==> config.mk <==
export PLATFORM = sky130hd
export DESIGN_NAME = vga_frame_scanner
export DESIGN_NICKNAME = d
export VERILOG_FILES = /design/src/rtl/vga_pkg.sv /design/src/rtl/vga_timing_gen.sv /design/src/rtl/vga_frame_scanner.sv
export SDC_FILE = /design/constraint.sdc
export NUM_CORES = 1
export LEC_CHECK = 0
export ABC_AREA = 1
export BUFFER_PORTS_ARGS = -buffer_cell sky130_fd_sc_hd__buf_2
export CAP_MARGIN = 20
export CORE_MARGIN = 2
export CORE_UTILIZATION = 55
export CTS_CLUSTER_SIZE = 24
export DETAILED_ROUTE_END_ITERATION = 8
export GPL_ROUTABILITY_DRIVEN = 0
export PLACE_DENSITY = 0.75
export SETUP_SLACK_MARGIN = 0.4
export SYNTH_ARGS = -nofsm -noshare
export SYNTH_HDL_FRONTEND = slang
export SYNTH_SLANG_ARGS = --single-unit
==> constraint.sdc <==
create_clock -name ClkPort -period 1.8 [get_ports ClkPort]
set_input_delay 0.18 -clock ClkPort [delete_from_list [all_inputs] [get_ports ClkPort]]
set_output_delay 0.18 -clock ClkPort [all_outputs]
set_load 0.1 [all_outputs]
==> src/rtl/vga_pkg.sv <==
// Shared timing defaults, colour payload and helpers for the VGA scan path.
package vga_pkg;

    localparam int unsigned H_ACTIVE_DEF = 640;
    localparam int unsigned H_FP_DEF     = 16;
    localparam int unsigned H_SYNC_DEF   = 96;
    localparam int unsigned H_BP_DEF     = 48;
    localparam int unsigned V_ACTIVE_DEF = 480;
    localparam int unsigned V_FP_DEF     = 10;
    localparam int unsigned V_SYNC_DEF   = 2;
    localparam int unsigned V_BP_DEF     = 33;

    typedef struct packed {
        logic [2:0] r;
        logic [2:0] g;
        logic [2:0] b;
    } rgb_t;

    function automatic int unsigned h_total(input int unsigned act, input int unsigned fp,
                                            input int unsigned sync, input int unsigned bp);
        return act + fp + sync + bp;
    endfunction

    function automatic int unsigned v_total(input int unsigned act, input int unsigned fp,
                                            input int unsigned sync, input int unsigned bp);
        return act + fp + sync + bp;
    endfunction

    // Top three bits of a depth-bit pixel become the 3-bit gray level.
    function automatic logic [2:0] gray_map(input logic [15:0] data, input int unsigned depth);
        return 3'(data >> (depth - 3));
    endfunction

endpackage

==> src/rtl/vga_timing_gen.sv <==
// Pixel-enable divider, raster counters, syncs, active flag and frame_start.
module vga_timing_gen
    import vga_pkg::*;
#(
    parameter int unsigned H_ACTIVE = H_ACTIVE_DEF,
    parameter int unsigned H_FP     = H_FP_DEF,
    parameter int unsigned H_SYNC   = H_SYNC_DEF,
    parameter int unsigned H_BP     = H_BP_DEF,
    parameter int unsigned V_ACTIVE = V_ACTIVE_DEF,
    parameter int unsigned V_FP     = V_FP_DEF,
    parameter int unsigned V_SYNC   = V_SYNC_DEF,
    parameter int unsigned V_BP     = V_BP_DEF,
    parameter int unsigned CLK_DIV  = 4,
    parameter int unsigned HW       = 10,
    parameter int unsigned VW       = 10
) (
    input  logic          ClkPort,
    input  logic          reset_n,
    output logic          pix_ce_c,
    output logic [HW-1:0] h_cnt,
    output logic [VW-1:0] v_cnt,
    output logic          h_last_c,
    output logic          v_last_c,
    output logic          hsync_c,
    output logic          vsync_c,
    output logic          active_c,
    output logic          frame_start
);

    localparam int unsigned H_TOTAL = h_total(H_ACTIVE, H_FP, H_SYNC, H_BP);
    localparam int unsigned V_TOTAL = v_total(V_ACTIVE, V_FP, V_SYNC, V_BP);
    localparam int unsigned DW      = $clog2(CLK_DIV);

    logic [DW-1:0] div_cnt;

    // Count 0 is the pixel enable, so the first enable after reset lands on pixel (0,0).
    always_ff @(posedge ClkPort or negedge reset_n) begin
        if (!reset_n) begin
            div_cnt <= '0;
        end else if (div_cnt == DW'(CLK_DIV - 1)) begin
            div_cnt <= '0;
        end else begin
            div_cnt <= div_cnt + DW'(1);
        end
    end

    assign pix_ce_c = (div_cnt == '0);
    assign h_last_c = (h_cnt == HW'(H_TOTAL - 1));
    assign v_last_c = (v_cnt == VW'(V_TOTAL - 1));

    always_ff @(posedge ClkPort or negedge reset_n) begin
        if (!reset_n) begin
            h_cnt       <= '0;
            v_cnt       <= '0;
            frame_start <= 1'b0;
        end else begin
            frame_start <= pix_ce_c && (h_cnt == '0) && (v_cnt == '0);
            if (pix_ce_c) begin
                if (h_last_c) begin
                    h_cnt <= '0;
                    v_cnt <= v_last_c ? '0 : v_cnt + VW'(1);
                end else begin
                    h_cnt <= h_cnt + HW'(1);
                end
            end
        end
    end

    assign hsync_c  = !((h_cnt >= HW'(H_ACTIVE + H_FP)) && (h_cnt < HW'(H_ACTIVE + H_FP + H_SYNC)));
    assign vsync_c  = !((v_cnt >= VW'(V_ACTIVE + V_FP)) && (v_cnt < VW'(V_ACTIVE + V_FP + V_SYNC)));
    assign active_c = (h_cnt < HW'(H_ACTIVE)) && (v_cnt < VW'(V_ACTIVE));

endmodule

==> src/rtl/vga_frame_scanner.sv <==
// VGA controller: scans a double-buffered multi-bit image with integer upscaling.
module vga_frame_scanner
    import vga_pkg::*;
#(
    parameter int unsigned H_ACTIVE = H_ACTIVE_DEF,
    parameter int unsigned H_FP     = H_FP_DEF,
    parameter int unsigned H_SYNC   = H_SYNC_DEF,
    parameter int unsigned H_BP     = H_BP_DEF,
    parameter int unsigned V_ACTIVE = V_ACTIVE_DEF,
    parameter int unsigned V_FP     = V_FP_DEF,
    parameter int unsigned V_SYNC   = V_SYNC_DEF,
    parameter int unsigned V_BP     = V_BP_DEF,
    parameter int unsigned CLK_DIV  = 4,
    parameter int unsigned IMG_W    = 160,
    parameter int unsigned IMG_H    = 120,
    parameter int unsigned SCALE    = 2,
    parameter int unsigned DEPTH    = 4,
    parameter logic [8:0]  BORDER   = 9'b000_000_011,
    parameter int unsigned ADDR_W   = $clog2(2 * IMG_W * IMG_H)
) (
    input  logic              ClkPort,
    input  logic              reset_n,
    output logic [ADDR_W-1:0] rd_addr,
    input  logic [DEPTH-1:0]  rd_data,
    input  logic              swap_req,
    output logic              swap_ack,
    output logic              frame_start,
    output logic              vga_h_sync,
    output logic              vga_v_sync,
    output logic [2:0]        vga_r,
    output logic [2:0]        vga_g,
    output logic [2:0]        vga_b
);

    localparam int unsigned H_TOTAL = h_total(H_ACTIVE, H_FP, H_SYNC, H_BP);
    localparam int unsigned V_TOTAL = v_total(V_ACTIVE, V_FP, V_SYNC, V_BP);
    localparam int unsigned HW      = $clog2(H_TOTAL + 1);
    localparam int unsigned VW      = $clog2(V_TOTAL + 1);
    localparam int unsigned XW      = $clog2(IMG_W + 1);
    localparam int unsigned SW      = $clog2(SCALE + 1);
    localparam int unsigned PIX_W   = IMG_W * SCALE;
    localparam int unsigned PIX_H   = IMG_H * SCALE;
    localparam logic [ADDR_W-1:0] BANK_SIZE = ADDR_W'(IMG_W * IMG_H);

    logic          pix_ce;
    logic [HW-1:0] h_cnt;
    logic [VW-1:0] v_cnt;
    logic          h_last;
    logic          v_last;
    logic          hsync_c;
    logic          vsync_c;
    logic          active_c;

    vga_timing_gen #(
        .H_ACTIVE (H_ACTIVE), .H_FP (H_FP), .H_SYNC (H_SYNC), .H_BP (H_BP),
        .V_ACTIVE (V_ACTIVE), .V_FP (V_FP), .V_SYNC (V_SYNC), .V_BP (V_BP),
        .CLK_DIV  (CLK_DIV),  .HW   (HW),   .VW     (VW)
    ) u_timing (
        .ClkPort     (ClkPort),
        .reset_n     (reset_n),
        .pix_ce_c    (pix_ce),
        .h_cnt       (h_cnt),
        .v_cnt       (v_cnt),
        .h_last_c    (h_last),
        .v_last_c    (v_last),
        .hsync_c     (hsync_c),
        .vsync_c     (vsync_c),
        .active_c    (active_c),
        .frame_start (frame_start)
    );

    logic [SW-1:0]     sx;
    logic [SW-1:0]     sy;
    logic [XW-1:0]     img_x;
    logic [ADDR_W-1:0] line_base;
    logic              bank;
    logic              in_img_c;
    logic              x_more_c;
    logic              y_more_c;
    logic              swap_eval_c;

    assign in_img_c    = (h_cnt < HW'(PIX_W)) && (v_cnt < VW'(PIX_H));
    assign x_more_c    = (h_cnt < HW'(PIX_W - 1));
    assign y_more_c    = (v_cnt < VW'(PIX_H - 1));
    assign swap_eval_c = pix_ce && (h_cnt == '0) && (v_cnt == VW'(V_ACTIVE));

    // Sub-counters track the pixel currently held in h_cnt/v_cnt; they only step while
    // another image column/row follows, so img_x and line_base never leave the image.
    always_ff @(posedge ClkPort or negedge reset_n) begin
        if (!reset_n) begin
            sx        <= '0;
            img_x     <= '0;
            sy        <= '0;
            line_base <= '0;
        end else if (pix_ce) begin
            if (h_last) begin
                sx    <= '0;
                img_x <= '0;
                if (v_last) begin
                    sy        <= '0;
                    line_base <= '0;
                end else if (y_more_c) begin
                    if (sy == SW'(SCALE - 1)) begin
                        sy        <= '0;
                        line_base <= line_base + ADDR_W'(IMG_W);
                    end else begin
                        sy <= sy + SW'(1);
                    end
                end
            end else if (x_more_c) begin
                if (sx == SW'(SCALE - 1)) begin
                    sx    <= '0;
                    img_x <= img_x + XW'(1);
                end else begin
                    sx <= sx + SW'(1);
                end
            end
        end
    end

    // Bank flips only at the start of vblank so a frame never mixes buffers.
    always_ff @(posedge ClkPort or negedge reset_n) begin
        if (!reset_n) begin
            bank     <= 1'b0;
            swap_ack <= 1'b0;
        end else begin
            swap_ack <= swap_eval_c && swap_req;
            if (swap_eval_c && swap_req) begin
                bank <= ~bank;
            end
        end
    end

    always_ff @(posedge ClkPort or negedge reset_n) begin
        if (!reset_n) begin
            rd_addr <= '0;
        end else if (pix_ce && in_img_c) begin
            rd_addr <= (bank ? BANK_SIZE : '0) + line_base + ADDR_W'(img_x);
        end
    end

    logic       img_d;
    logic       act_d;
    logic       hs_d;
    logic       vs_d;
    rgb_t       colour;
    logic [2:0] gray_c;

    assign gray_c = gray_map(16'(rd_data), DEPTH);

    // Two-slot pipeline: flags follow rd_addr, then colour and syncs leave together.
    always_ff @(posedge ClkPort or negedge reset_n) begin
        if (!reset_n) begin
            img_d      <= 1'b0;
            act_d      <= 1'b0;
            hs_d       <= 1'b1;
            vs_d       <= 1'b1;
            vga_h_sync <= 1'b1;
            vga_v_sync <= 1'b1;
            colour     <= '0;
        end else if (pix_ce) begin
            img_d      <= in_img_c;
            act_d      <= active_c;
            hs_d       <= hsync_c;
            vs_d       <= vsync_c;
            vga_h_sync <= hs_d;
            vga_v_sync <= vs_d;
            if (img_d) begin
                colour <= rgb_t'({gray_c, gray_c, gray_c});
            end else if (act_d) begin
                colour <= rgb_t'(BORDER);
            end else begin
                colour <= '0;
            end
        end
    end

    assign vga_r = colour.r;
    assign vga_g = colour.g;
    assign vga_b = colour.b;

endmodule

### Word level (Yosys, flattened, before mapping)

Index checks and enable logic that the tools add are counted.

* flip-flop bits (word level): 84
* bits of input ports: 7
* output and inout bits: 29
* logic and storage cells: 87

* add/sub/neg operators: 9
* magnitude comparators: 10
* eq/ne operators: 6
* multiplexer cells: 18
* bitwise logic cells: 1
* reductions and logical operators: 23

Operators by type and width (number)
* 16-bit 2-to-1 mux: 3
* 10-bit by 9-bit less-than comparator with 1-bit output, second input constant: 4
* 8-bit 2-to-1 mux: 3
* 10-bit by 1-bit adder with 10-bit output, second input constant: 2
* 10-bit equality test, second input constant: 2
* 10-bit zero test: 2
* 10-bit less-than comparator, second input constant: 2
* 10-bit by 8-bit less-than comparator with 1-bit output, second input constant: 2
* 10-bit 2-to-1 mux: 2
* 15-bit by 16-bit adder with 16-bit output: 1
* 16-bit by 8-bit adder with 16-bit output: 1
* 16-bit by 8-bit adder with 16-bit output, second input constant: 1
* 2-bit 2-to-1 mux: 8
* 15-bit 2-to-1 mux: 1
* 10-bit by 9-bit equality test with 1-bit output, second input constant: 1
* 10-bit >= comparator, second input constant: 1
* 10-bit by 9-bit >= comparator with 1-bit output, second input constant: 1
* 1-bit logical AND: 9
* 9-bit 2-to-1 mux: 1
* 8-bit by 1-bit adder with 8-bit output, second input constant: 1
* 2-bit nonzero test: 4
* 2-bit by 1-bit adder with 2-bit output, second input constant: 3
* 3-bit AND reduction: 2
* 2-bit by 1-bit equality test with 1-bit output, second input constant: 2
* 6 further kinds: 8

### Longest topological paths before layout

* depth after elaboration: 4
* gate-level depth with buffers: 10

### Cells and area by module

A second synthesis with hierarchy kept.

* cell total of the unflattened synthesis: 627
* area total of the unflattened synthesis: 4593.2 µm²

By module, submodules not included
* vga_frame_scanner: instances 1, cells an instance 436, area each 3135.5 µm², seq. area each 1306.3 µm²
* vga_timing_gen: instances 1, cells an instance 191, area each 1457.6 µm², seq. area each 575.6 µm²

### Worst setup path after synthesis

Ideal clock, no wire load.

* path type: register to register
* start point: reg u_timing.div_cnt[0]
* end point: reg rd_addr[0]
* data arrival time: 1.494 ns
* required time: 1.678 ns
* slack: 0.183 ns
* cell stages (with the launch flop): 9
* period minus slack after synthesis: 1.617 ns
* path through: dfrtp_1 inv_1 ha_1 inv_2 nor3_4 inv_2 buf_6 nand2_1 o21ai_2

* word-level cells in the longest chain between the ends: 2

RTL lines
* start, declared: line vga_timing_gen.sv:34 `logic [DW-1:0] div_cnt;`
* start signal, assigned: line vga_timing_gen.sv:43 `div_cnt <= div_cnt + DW'(1);`
* 2-bit zero test: line vga_timing_gen.sv:47 `assign pix_ce_c = (div_cnt == '0);`
* 1-bit logical AND: line vga_frame_scanner.sv:137 `end else if (pix_ce && in_img_c) begin`
* end signal, assigned: line vga_frame_scanner.sv:138 `rd_addr <= (bank ? BANK_SIZE : '0) + line_base + ADDR_W'(img_x);`
* end, declared: line vga_frame_scanner.sv:23 `output logic [ADDR_W-1:0] rd_addr,`

Every way passes these cells.
A chain may end at the register's enable or synchronous reset.

### Worst setup path in the final report

* start point: reg bank
* end point: reg rd_addr[14]

* word-level cells in the longest chain between the ends: 3

RTL lines
* start, declared: line vga_frame_scanner.sv:76 `logic bank;`
* start signal, assigned: line vga_frame_scanner.sv:129 `bank <= ~bank;`
* 15-bit 2-to-1 mux: line vga_frame_scanner.sv:138
* 15-bit by 16-bit adder with 16-bit output: line vga_frame_scanner.sv:138
* 16-bit by 8-bit adder with 16-bit output: line vga_frame_scanner.sv:138

Every way passes these cells.

==> load_flow_metrics.sql <==
INSERT INTO impl_metrics (metric_group, metric, value, unit) VALUES
('status', 'status', 'finished clean', ''),
('clock_tree', 'tritoncts', 'yes', ''),
('critical_path', 'path_cells', 'ha_4 > a21oi_2 > nand2_2 > nand2_2 > nand4_1 > nand3_1 > nand2_1', ''),
('placed_design', 'detailed_place.area', '4790', 'um^2'),
('clock_tree', 'cts-buffers-inserted', '9', ''),
('timing', 'final_hold_violation_count', '0', ''),
('timing', 'max-slew-margin-rel', '56.9', '%'),
('timing', 'setup-tns-final', '0', 'ns'),
('synthesis', 'synth-async-reset-ratio', '100', '%'),
('cells_and_area', 'regArea', '1900', 'um^2'),
('route', 'num_vias', '4436', ''),
('critical_path', 'maximum_fanout_along_the_worst_path', '5', ''),
('synthesis', 'ys_seq_elements', '75', ''),
('placed_design', 'place_ws', '0.0873', 'ns'),
('critical_path', 'r2r.worst_path.cells', '7', ''),
('timing', 'layout_min_cycle_time', '1.65', 'ns'),
('global_route', 'first_global_vias', '4094', ''),
('placed_design', 'io_buffers', '34', ''),
('floorplan', 'rows', '32', ''),
('clock_tree', 'htree_depth', '3', ''),
('critical_path', 'cp_top_family', 'simple AND/OR/NAND/NOR gates', ''),
('global_route', 'maximum_number_of_pins_on_one_net_before_global_route_repair', '51', ''),
('synthesis', 'synthesis.area_per_instance', '7.45', 'um^2'),
('critical_path', 'critical_path.max_stage_delay', '0.50', 'ns'),
('synthesis', 'synth_seq_area_share', '42.6', '%'),
('placed_design', 'place.detailed.hpwl', '6.77', 'mm'),
('synthesis', 'synth-edff-count', '0', ''),
('timing', 'setup_violations_final', '0', ''),
('cells_and_area', 'n_antenna_cell', '0', ''),
('clock_tree', 'cts.path.max_buffers', '2', ''),
('global_route', 'grtUsageTotal', '25.9', '%'),
('critical_path', 'worst_setup_path_end_kind', 'flop', ''),
('synthesis', 'area_of_the_mapped_netlist', '4420', 'um^2'),
('floorplan', 'start_util', '56.9', '%'),
('cells_and_area', 'final_nets', '696', ''),
('placed_design', 'place.detailed.instances', '724', ''),
('hold_path', 'worst_hold_startpoint', 'rd_data[3]', ''),
('hold_path', 'timing.hold.worst_endpoint', 'vga_r[2]', ''),
('job', 'drv_cap', '0', ''),
('route', 'detail_route.vias_per_cell', '5.68', ''),
('timing', 'max_slew.worst_pin.slew', '0.646', 'ns'),
('floorplan', 'die_width', '93.6', 'um'),
('critical_path', 'timing.reg2reg.setup_slack', '0.15', 'ns'),
('critical_path', 'crit_path_frequent_cell', 'sky130_fd_sc_hd__nand2_2', ''),
('critical_path', 'critical_setup_path_class', 'reg2reg', ''),
('power', 'power.ir.vdd_worst', '449', 'uV'),
('floorplan', 'die-height', '93.6', 'um'),
('cells_and_area', 'multi_input_comb_area', '2720', 'um^2'),
('timing', 'fmaxAchievable', '0.606', 'GHz'),
('timing', 'rsz0062_at_grt', 'yes', ''),
('cells_and_area', 'fin_area', '5980', 'um^2'),
('clock_tree', 'cts.sinks', '75', ''),
('timing', 'final_min_period_over_clock_period', '91.6', '%'),
('hold_path', 'timing.hold.worst.class', 'in2reg', ''),
('hold_path', 'min_delay_path_depth', '3', ''),
('clock_tree', 'clk_latency', '0.36', 'ns'),
('floorplan', 'io_pins', '36', ''),
('synthesis', 'syn_nets', '615', ''),
('global_route', 'grt_overflow_total', '0', ''),
('cells_and_area', 'final_layout_size_suffix_gt1_share', '36.5', '%'),
('global_route', 'grt_first_pass_wirelength', '18.2', 'mm'),
('synthesis', 'syn-instance-count', '593', ''),
('critical_path', 'regToRegStartpoint', 'bank', ''),
('cells_and_area', 'filler_cell_count', '476', ''),
('route', 'antenna_left', '0', ''),
('timing', 'timing.final.max_slew_violations', '0', ''),
('floorplan', 'core-area', '7770', 'um^2'),
('global_route', 'number_of_antenna_violations_at_the_first_check_in_global_routing', '0', ''),
('critical_path', 'critPathBufInv', '0', ''),
('power', 'cellLeakagePower', '2.83', 'nW'),
('clock_tree', 'clkSlewWorstSetupHoldPaths', '0.09', 'ns');
==> metal layers <==
layer	wire length (um)	vias up	global-route usage (%)
met4	458	0	8.57
met2	6170	199	44.7
met5	0	-	0
met3	755	55	4.92
met1	4920	2112	32.8
li1	-	2070	-
==> worst max path at each step <==
| stage | start | to | depth (start not counted) |
|---|---|---|---|
| after floorplan | u_timing.div_cnt[0] | rd_addr[0] | 8 |
| after CTS | u_timing.h_cnt[0] | img_x[6] | 11 |
| final | bank | rd_addr[14] | 7 |
| after detailed placement | u_timing.div_cnt[1] | u_timing.frame_start | 5 |
| after global routing | u_timing.h_cnt[0] | img_x[1] | 11 |
| after global placement | u_timing.div_cnt[0] | u_timing.frame_start | 5 |
==> logic make-up (layout without fill, tap and decap cells) <==
kind of cell             Yosys count  in the layout  synth area share, %
adder cells (fa/ha/maj)           15             15                 4.25
AND/OR/NAND/NOR                  350            352                 34.5
flip-flops                        75             75                 42.6
buffers and inverters             85            169                 8.24
AO/OA/AOI/OAI                     54             54                 7.62
XOR/XNOR                          14             14                 2.78
==> through the flow <==
step / hold slack [ns] / power (W) / utilization [%]
after floorplan: -0.116 / 0.00182 / -
after global placement: 0.243 / 0.00186 / 61.7
after detailed placement: 0.248 / 0.00187 / 61.7
after CTS: 0.0517 / 0.00333 / 69.8
after global routing: 0.0600 / 0.00341 / 76.9
final: 0.0648 / 0.00331 / 76.9
==> state kept, by name, summed over array words and instances, names as in the netlist, 2 cells and up <==
signal / cells
vga_b: 2
u_timing.v_cnt: 10
vga_r: 3
rd_addr: 16
sy: 2
img_x: 8
sx: 2
u_timing.h_cnt: 10
u_timing.div_cnt: 2
line_base: 11
==> report_power, final <==
group          switching (W)  leakage (nW)  internal (W)
clock               0.000692         0.102      0.000787
sequential        0.00000395         0.927       0.00169
combinational       0.000119          1.80     0.0000199
==> worst min-delay path, cell delays in order <==
cell and delay [ns]:
sky130_fd_sc_hd__buf_2 0.08, sky130_fd_sc_hd__nand3_1 0.07, sky130_fd_sc_hd__nand2_1 0.06
==> cell usage after synthesis, types with 5 or more instances <==
cell,number,area [um^2]
sky130_fd_sc_hd__xor2_1,10,87.6
sky130_fd_sc_hd__nor2_1,60,225
sky130_fd_sc_hd__ha_1,15,188
sky130_fd_sc_hd__o21ai_2,14,123
sky130_fd_sc_hd__o21ai_0,25,125
sky130_fd_sc_hd__buf_4,5,37.5
sky130_fd_sc_hd__nor3_1,8,40.0
sky130_fd_sc_hd__dfrtp_1,71,1780
sky130_fd_sc_hd__nand4_1,16,100
sky130_fd_sc_hd__nand2_1,196,736
sky130_fd_sc_hd__inv_1,66,248
sky130_fd_sc_hd__nand3_1,49,245
sky130_fd_sc_hd__a21oi_1,5,25.0
==> placed cells by master (no fill, tap or decap), drive strengths merged, types with 3 or more instances in the layout <==
cell        n
a21oi       5
buf        79
clkbuf     12
clkinvlp    3
dfrtp      71
dfstp       4
ha         15
inv        70
nand2     199
nand3      54
nand3b      3
nand4      16
nor2       66
nor3        9
o21ai      43
xnor2       4
xor2       10
==> layout make-up <==
type	instances	share of cell area [%]
clock buffer	9	2.07
clock inverter	7	1.68
inverter	70	4.82
multi-input combinational	435	45.5
sequential	75	31.7
tap	102	2.14
timing repair buffer	83	12.1
==> repair_timing <==
action,in CTS,in global routing
cloned,2,5
setup buffers,21,12
endpoints found under the setup margin,60,63
gates resized for setup,42,103
pin swaps,24,40
hold endpoints to repair,45,0
hold buffers,1,0
Power figures use the tool's default switching activity.
